$ cat src/rtl/uart_pkg.sv
// Shared types and constants for the UART receiver.
package uart_pkg;

  typedef enum logic [1:0] {
    IDLE,
    START,
    DATA,
    STOP
  } rx_state_e;

  localparam int RXV  = 0;
  localparam int FERR = 1;
  localparam int OVR  = 2;

  localparam logic REG_DATA   = 1'b0;
  localparam logic REG_STATUS = 1'b1;

endpackage

$ cat src/rtl/uart_rx_if.sv
// Peripheral-bus view of the UART receiver: load/store decode, read data and interrupt.
interface uart_rx_if;

  logic        uart_sel;
  logic        rd;
  logic        wr;
  logic        reg_sel;
  logic [31:0] data_out;
  logic        rx_int;

  modport master (
    output uart_sel, rd, wr, reg_sel,
    input  data_out, rx_int
  );

  modport slave (
    input  uart_sel, rd, wr, reg_sel,
    output data_out, rx_int
  );

endinterface

$ cat src/rtl/uart_rx_fifo.sv
// Circular receive FIFO; a push on a full FIFO is accepted only alongside a pop.
module uart_rx_fifo #(
  parameter int DEPTH = 4
) (
  input  logic       clk,
  input  logic       rst,
  input  logic       push,
  input  logic [7:0] din,
  input  logic       pop,
  output logic [7:0] dout,
  output logic       full,
  output logic       empty
);

  localparam int AW = (DEPTH > 1) ? $clog2(DEPTH) : 1;
  localparam int CW = $clog2(DEPTH + 1);

  logic [7:0]    mem [DEPTH];
  logic [AW-1:0] wr_ptr;
  logic [AW-1:0] rd_ptr;
  logic [CW-1:0] count;
  logic          do_push;
  logic          do_pop;

  assign full    = (count == CW'(DEPTH));
  assign empty   = (count == '0);
  assign do_pop  = pop & ~empty;
  assign do_push = push & (~full | do_pop);
  assign dout    = mem[rd_ptr];

  always_ff @(posedge clk) begin
    if (do_push) mem[wr_ptr] <= din;
  end

  always_ff @(posedge clk) begin
    if (rst) begin
      wr_ptr <= '0;
      rd_ptr <= '0;
      count  <= '0;
    end else begin
      if (do_push) wr_ptr <= wr_ptr + 1'b1;
      if (do_pop)  rd_ptr <= rd_ptr + 1'b1;
      case ({do_push, do_pop})
        2'b10:   count <= count + 1'b1;
        2'b01:   count <= count - 1'b1;
        default: count <= count;
      endcase
    end
  end

endmodule

$ cat src/rtl/uart_rx.sv
// 8N1 UART receiver with CPU-readable DATA/STATUS registers and a level interrupt.
// Define UART_RX_FIFO_EN to replace the single holding register with a FIFO_DEPTH FIFO.
//   state | meaning
//   IDLE  | line idle, waiting for a falling edge
//   START | timing to mid start bit, rejecting glitches
//   DATA  | sampling 8 data bits, LSB first
//   STOP  | sampling stop bit, then push or flag framing error
module uart_rx
  import uart_pkg::*;
#(
  parameter int CLKS_PER_BIT = 868,
  parameter int FIFO_DEPTH   = 4
) (
  input  logic       clk,
  input  logic       rst,
  input  logic       rx,
  uart_rx_if.slave   bus
);

  if (CLKS_PER_BIT < 4 || FIFO_DEPTH < 2 || (FIFO_DEPTH & (FIFO_DEPTH - 1)) != 0) begin : g_bad_param
    $error("uart_rx: CLKS_PER_BIT must be >= 4 and FIFO_DEPTH a power of two >= 2");
  end

  localparam int             CW      = $clog2(CLKS_PER_BIT);
  localparam logic [CW-1:0]  HALF_TC = CW'(CLKS_PER_BIT / 2 - 1);
  localparam logic [CW-1:0]  FULL_TC = CW'(CLKS_PER_BIT - 1);

  rx_state_e     state;
  rx_state_e     state_nxt;
  logic          rx_meta;
  logic          rx_s;
  logic          rx_prev;
  logic [CW-1:0] cnt;
  logic [2:0]    bit_cnt;
  logic [7:0]    shreg;
  logic          cnt_clr;
  logic          bit_shift;
  logic          push_req;
  logic          ferr_set;

  logic          rd_access;
  logic          data_rd;
  logic          status_rd;
  logic          pop;
  logic          rx_valid;
  logic          buf_full;
  logic [7:0]    head;
  logic          frame_err;
  logic          overrun;
  logic          ovr_set;
  logic [31:0]   status_word;

  always_ff @(posedge clk) begin
    if (rst) begin
      rx_meta <= 1'b1;
      rx_s    <= 1'b1;
      rx_prev <= 1'b1;
    end else begin
      rx_meta <= rx;
      rx_s    <= rx_meta;
      rx_prev <= rx_s;
    end
  end

  always_ff @(posedge clk) begin
    if (rst) state <= IDLE;
    else     state <= state_nxt;
  end

  always_comb begin
    state_nxt = state;
    cnt_clr   = 1'b0;
    bit_shift = 1'b0;
    push_req  = 1'b0;
    ferr_set  = 1'b0;
    case (state)
      IDLE: begin
        if (rx_prev && !rx_s) begin
          state_nxt = START;
          cnt_clr   = 1'b1;
        end
      end
      START: begin
        if (cnt == HALF_TC) begin
          if (rx_s) begin
            state_nxt = IDLE;
          end else begin
            state_nxt = DATA;
            cnt_clr   = 1'b1;
          end
        end
      end
      DATA: begin
        if (cnt == FULL_TC) begin
          bit_shift = 1'b1;
          cnt_clr   = 1'b1;
          if (bit_cnt == 3'd7) state_nxt = STOP;
        end
      end
      STOP: begin
        if (cnt == FULL_TC) begin
          state_nxt = IDLE;
          if (rx_s) push_req = 1'b1;
          else      ferr_set = 1'b1;
        end
      end
      default: state_nxt = IDLE;
    endcase
  end

  // IDLE holds the counter at zero so every state starts from a cleared count.
  always_ff @(posedge clk) begin
    if (rst) begin
      cnt     <= '0;
      bit_cnt <= '0;
      shreg   <= '0;
    end else begin
      if (cnt_clr || state == IDLE) cnt <= '0;
      else                          cnt <= cnt + 1'b1;
      if (state != DATA) begin
        bit_cnt <= '0;
      end else if (bit_shift) begin
        shreg[bit_cnt] <= rx_s;
        bit_cnt        <= bit_cnt + 1'b1;
      end
    end
  end

  assign rd_access = bus.uart_sel & bus.rd & ~bus.wr;
  assign data_rd   = rd_access & (bus.reg_sel == REG_DATA);
  assign status_rd = rd_access & (bus.reg_sel == REG_STATUS);
  assign pop       = data_rd & rx_valid;

`ifdef UART_RX_FIFO_EN
  logic buf_empty;

  uart_rx_fifo #(
    .DEPTH (FIFO_DEPTH)
  ) u_fifo (
    .clk   (clk),
    .rst   (rst),
    .push  (push_req),
    .din   (shreg),
    .pop   (pop),
    .dout  (head),
    .full  (buf_full),
    .empty (buf_empty)
  );

  assign rx_valid = ~buf_empty;
`else
  logic [7:0] hold;
  logic       hold_vld;

  always_ff @(posedge clk) begin
    if (rst) begin
      hold     <= '0;
      hold_vld <= 1'b0;
    end else if (push_req && (!hold_vld || pop)) begin
      hold     <= shreg;
      hold_vld <= 1'b1;
    end else if (pop) begin
      hold_vld <= 1'b0;
    end
  end

  assign head     = hold;
  assign rx_valid = hold_vld;
  assign buf_full = hold_vld;
`endif

  assign ovr_set = push_req & buf_full & ~pop;

  // A new error raised in the same cycle as a STATUS read survives the clear.
  always_ff @(posedge clk) begin
    if (rst) begin
      frame_err <= 1'b0;
      overrun   <= 1'b0;
    end else begin
      frame_err <= ferr_set | (frame_err & ~status_rd);
      overrun   <= ovr_set  | (overrun   & ~status_rd);
    end
  end

  always_comb begin
    status_word       = '0;
    status_word[RXV]  = rx_valid;
    status_word[FERR] = frame_err;
    status_word[OVR]  = overrun;
  end

  always_comb begin
    bus.data_out = '0;
    if (data_rd && rx_valid) bus.data_out = {24'b0, head};
    else if (status_rd)      bus.data_out = status_word;
  end

  assign bus.rx_int = rx_valid;

endmodule

$ cat src/flat_wrapper.sv
// flat-port wrapper written by rule: the top's interface ports become plain ports
module uart_rx_flat import uart_pkg::*;
#(
  parameter int CLKS_PER_BIT = 868,
  parameter int FIFO_DEPTH   = 4
)
  (clk, rst, rx, bus_uart_sel, bus_rd, bus_wr, bus_reg_sel, bus_data_out, bus_rx_int);
  uart_rx_if bus_i ();
  input  logic clk;
  input  logic rst;
  input  logic rx;
  input wire logic [$bits(bus_i.uart_sel)-1:0] bus_uart_sel;
  input wire logic [$bits(bus_i.rd)-1:0] bus_rd;
  input wire logic [$bits(bus_i.wr)-1:0] bus_wr;
  input wire logic [$bits(bus_i.reg_sel)-1:0] bus_reg_sel;
  output wire logic [$bits(bus_i.data_out)-1:0] bus_data_out;
  output wire logic [$bits(bus_i.rx_int)-1:0] bus_rx_int;
  assign bus_i.uart_sel = bus_uart_sel;
  assign bus_i.rd = bus_rd;
  assign bus_i.wr = bus_wr;
  assign bus_i.reg_sel = bus_reg_sel;
  assign bus_data_out = bus_i.data_out;
  assign bus_rx_int = bus_i.rx_int;
  uart_rx #(.CLKS_PER_BIT(CLKS_PER_BIT), .FIFO_DEPTH(FIFO_DEPTH)) u_core (.clk(clk), .rst(rst), .rx(rx), .bus(bus_i));
endmodule
$ cat config.mk
export PLATFORM = sky130hd
export DESIGN_NAME = uart_rx_flat
export DESIGN_NICKNAME = d
export VERILOG_FILES = /design/src/rtl/uart_pkg.sv /design/src/rtl/uart_rx_if.sv /design/src/rtl/uart_rx_fifo.sv /design/src/rtl/uart_rx.sv /design/src/flat_wrapper.sv
export SDC_FILE = /design/constraint.sdc
export NUM_CORES = 1
export LEC_CHECK = 0
export BUFFER_PORTS_ARGS = -buffer_cell sky130_fd_sc_hd__clkbuf_2
export CORE_MARGIN = 2
export CORE_UTILIZATION = 59
export CTS_CLUSTER_DIAMETER = 100
export CTS_CLUSTER_SIZE = 14
export DETAILED_ROUTE_END_ITERATION = 10
export PLACE_DENSITY = 0.85
export RECOVER_POWER = 100
export REMOVE_ABC_BUFFERS = 1
export SLEW_MARGIN = 20
export SYNTH_ARGS = -nofsm -noshare
export SYNTH_HDL_FRONTEND = slang
export SYNTH_SLANG_ARGS = --single-unit
$ cat constraint.sdc
create_clock -name clk -period 5.7 [get_ports clk]
set_input_delay 0.855 -clock clk [delete_from_list [all_inputs] [get_ports clk]]
set_output_delay 0.855 -clock clk [all_outputs]
set_load 0.01 [all_outputs]
# Yosys cells after proc, flatten, opt, wreduce, memory -nomap -nowiden
# Cells that the tools add are included.
# classes
add_sub_neg	2
order_cmp	2
n_eq_ne	12
n_mux	25
n_bitwise	16
n_reduce_logical	14
# ops
cell	count
$mux W32	1
$mux W1	13
$mux W2	6
$add A10 B1 Y10 const B	1
$eq A10 B10 Y1 const B	1
$eq A10 B9 Y1 const B	1
$ne A2 B1 Y1 const B	5
$and A1 B1 Y1	9
$bwmux W8	1
$pmux W2 S4	1
$not A1 Y1	5
$reduce_and A5 Y1	1
$eq A2 B2 Y1 const B	2
$logic_and A1 B1 Y1	4
$lt A3 B4 Y1 const B	1
$reduce_or A2 Y1	2
$add A3 B1 Y3 const B	1
$demux W1 S3	1
$eq A3 B3 Y1 const B	1
$ge A3 B1 Y1 const B	1
$mux W3	1
$pmux W1 S3	1
$eq A2 B1 Y1 const B	1
$logic_not A1 Y1	2
other kinds (6)	8
# totals
register_bits	37
inputBits	7

# Longest topological paths before layout
# logic_depth
depth_word	7
ltp_mapped	6

# Least setup slack after synthesis
# OpenSTA, ideal clock, no wires.
# synth_timing
path_type	input to output
from	in bus_wr
to	out bus_data_out[3]
t_arrival_ns	1.625
required_ns	4.845
slack_ns	3.220
cell_stages	3
path_buffers	0
cell_sequence	nand3b_1 > nor3b_1 > and2_1
# synth_via
elab_chain_cells	5
# synth_rtl
element	line_no	text
start: declaration	flat_wrapper.sv:14	input wire logic [$bits(bus_i.wr)-1:0] bus_wr;
$not A1 Y1	uart_rx.sv:129	assign rd_access = bus.uart_sel & bus.rd & ~bus.wr;
$and A1 B1 Y1	uart_rx.sv:129	
$and A1 B1 Y1	uart_rx.sv:130	assign data_rd = rd_access & (bus.reg_sel == REG_DATA);
$logic_and A1 B1 Y1	uart_rx.sv:194	if (data_rd && rx_valid) bus.data_out = {24'b0, head};
$mux W32	uart_rx.sv:194	
end: declaration	flat_wrapper.sv:16	output wire logic [$bits(bus_i.data_out)-1:0] bus_data_out;
# Every way passes these cells.

# Worst setup path after layout
# layout_timing
from	in bus_wr
to	out bus_data_out[7]
# The elaborated chain is that of the path after synthesis.

==> impl_metrics.py <==
metrics = {
    "status": {
        "status": "finished with violations",
        "violations": "capacitance limit, slew limit",
    },
    "clock_network": {
        "cts-root-buf": "clkbuf_4",
        "cts_buffers": 5,
        "ctsLongestPathBuffers": 2,
        "path_clk_slew_ns": 0.10,
        "cts_tree": "done",
        "clock_latency_ns": 0.35,
        "htreeDepth": 2,
        "cts_resized": 0,
        "cts_hold_buf": 0,
        "postCtsSetupBuffers": 0,
        "cts.sinks": 37,
    },
    "timing": {
        "fmax_mhz": 341,
        "fin_skew_ns": 0.0123,
        "period_share": 0.515,
        "fin_ws_ns": 2.76,
        "finalHoldViolations": 0,
        "worst_pin_slew_ns": 1.54,
        "tns_ns": 0,
        "finalCriticalPeriod_ns": 2.94,
        "setup_viol": 0,
        "rsz0062_at_grt": "no",
        "slew_violations": 10,
        "relSlewSlack": -0.0364,
    },
    "placement": {
        "gp_congestion": 0.799,
        "dpl.hpwl_um": 2310,
        "dpl_worst_slack_ns": 2.78,
        "io_buffers": 15,
        "dpl-instance-area_um2": 1990,
    },
    "job": {
        "drv_cap": 1,
    },
    "grt": {
        "grt_pass1_wl_um": 5810,
        "antenna_found_initial": 0,
        "overflow": 0,
        "grt_max_degree": 31,
        "globalRouteTotalUtil": 0.188,
        "first_global_vias": 1351,
    },
    "worst_setup_path": {
        "cp_data_required_time_ns": 4.85,
        "cp_common_cell": "clkbuf_2",
        "path_cells": "clkbuf_2, nand3b_1, nor3b_1, and2_0, clkbuf_2",
        "critPathBufInv": 2,
        "end_kind": "output pin",
        "setup.worst_path.class": "in2out",
        "cp_max_fo": 7,
        "cp_slowest_cell": "nor3b_1",
        "worstPathArrival_ns": 2.08,
        "slowest_delay_ns": 0.50,
        "crit_family": "simple AND/OR/NAND/NOR gates",
        "cp-start-kind": "primary input",
    },
    "yosys": {
        "synth_area_um2": 2000,
        "synth_edf_count": 0,
        "ys_ff_latch": 37,
        "ys_async_sr_fraction": 0,
        "ys_warn_count": 0,
        "synth_area_leader_cell": "dfxtp_1",
        "synth_cell_type_count": 46,
        "postSynthAreaPerCell_um2": 9.05,
        "synth_cells": 221,
        "synth_area_leaders": "dfxtp_1 37%, buf_4 9.0%, mux2i_1 5.0%, nand3_1 3.5%, nor2_1 3.2%",
        "netlist.area_leader.share": 0.370,
        "ys.flop_type": "dfxtp_1",
        "seq_area_frac_synth": 0.370,
    },
    "layout": {
        "n_antenna_cell": 0,
        "final_area_um2": 2010,
        "drive_gt1_frac": 0.125,
        "syn_to_final_growth_pct": 0.313,
        "final_common_cell": "dfxtp_1",
        "nets": 243,
        "mostFrequentLayoutCells": "37 x dfxtp_1, 24 x conb_1, 17 x nor2_1, 14 x nand3_1, 12 x a21oi_1",
    },
    "floorplanning": {
        "fp-row-count": 21,
        "start_util": 0.609,
        "fp.dieH_um": 62.2,
        "core-area_um2": 3280,
        "die_w_um": 62.2,
        "dieArea_um2": 3870,
        "ios": 40,
    },
    "drt": {
        "ant_nets": 0,
        "wirelength_um": 3320,
        "vias": 1442,
        "vias_per_cell": 5.19,
        "drt_first_pass_iters": 4,
        "route.detailed.drc": 0,
        "wl_per_cell_um": 11.9,
        "drt_iter0_markers": 58,
    },
    "power": {
        "internal_power_w": 0.000354,
        "peakVddDrop_v": 0.000167,
        "switchingPower_w": 0.000101,
        "power.share.clock": 0.382,
        "p_leak_nw": 0.762,
        "powerDensity_nw_per_um2": 227,
        "sw_frac_of_total": 0.221,
        "pwr-share-comb": 0.043,
        "power_w": 0.000455,
        "seqPwrFrac": 0.575,
    },
    "hold_path": {
        "min_path_type": "reg2reg",
    },
}
==> cells in the mapped netlist, types with 3 or more instances <==
cell	n
a21oi_1	12
nor3_1	6
clkbuf_1	5
nand3b_1	4
and2_1	6
mux2i_1	10
nand2b_1	10
nand2_1	11
dfxtp_1	37
or2_2	4
xor2_1	6
nor2_1	17
nand4b_1	3
buf_4	24
ha_1	4
xnor2_1	3
o21ai_1	8
nand3_1	14
==> cell type report <==
| type | count | area, um2 |
|---|---|---|
| Clock buffer | 5 | 37.5 |
| Clock inverter | 2 | 35.0 |
| Fill cell | 314 | 1280 |
| Inverter | 2 | 7.51 |
| Multi-Input combinational cell | 171 | 1060 |
| Sequential cell | 37 | 741 |
| Tap cell | 46 | 57.6 |
| Timing Repair Buffer | 15 | 68.8 |
==> cells by family (layout without fill, tap and decap cells) <==
kind of cell / Yosys count / in the layout / share of synthesized area
adder cells (fa/ha/maj): 4 / 4 / 0.0250
multiplexers: 10 / 10 / 0.0501
XOR/XNOR: 9 / 9 / 0.0394
flip-flops: 37 / 37 / 0.370
other: 1 / 24 / 0.00188
AND/OR/NAND/NOR: 95 / 95 / 0.310
AO/OA/AOI/OAI: 29 / 29 / 0.0851
buffers and inverters: 36 / 24 / 0.118
==> metrics by stage <==
stage                     cells  hold slack [ns]   util
after floorplan             210            0.389      -
after global placement      271            0.391  0.606
after detailed placement    271            0.404  0.606
after CTS                   278            0.429  0.628
after global routing        278            0.458  0.611
final                       278            0.423  0.611
==> metal layers <==
| metal | track usage | vias up | share of wire |
|---|---|---|---|
| met4 | 0.0833 | 0 | 0.020 |
| met3 | 0.0507 | 7 | 0.048 |
| met1 | 0.224 | 663 | 0.48 |
| li1 | - | 737 | - |
| met2 | 0.317 | 35 | 0.45 |
| met5 | 0 | - | 0 |
==> state kept, by name (all words and copies together) (netlist names), 3 cells and up, named ones only <==
name / count
u_core.head: 8
u_core.bit_cnt: 3
u_core.shreg: 8
u_core.cnt: 10
==> power groups by stage <==
stage | Sequential, W | Combinational, W | Clock (W)
after floorplan | 0.000267 | 0.0000128 | 0
after global placement | 0.000268 | 0.0000190 | 0
after detailed placement | 0.000268 | 0.0000192 | 0
after CTS | 0.000262 | 0.0000192 | 0.000178
after global routing | 0.000262 | 0.0000213 | 0.000190
final | 0.000262 | 0.0000193 | 0.000174
==> worst paths after layout <==
kind / startpoint / to / slack [ns] / cells after the start
worst max-delay path: bus_wr / bus_data_out[7] / 2.76 / 5
worst min-delay path: u_core.rx_meta$_SDFF_PP1_ / u_core.rx_s$_SDFF_PP1_ / 0.42 / 1
worst max register to register: u_core.cnt[0]$_SDFF_PP0_ / u_core.overrun$_SDFF_PP0_ / 3.00 / 5
worst min register to register: u_core.rx_meta$_SDFF_PP1_ / u_core.rx_s$_SDFF_PP1_ / 0.42 / 1
(Power assumes the default switching activity.)
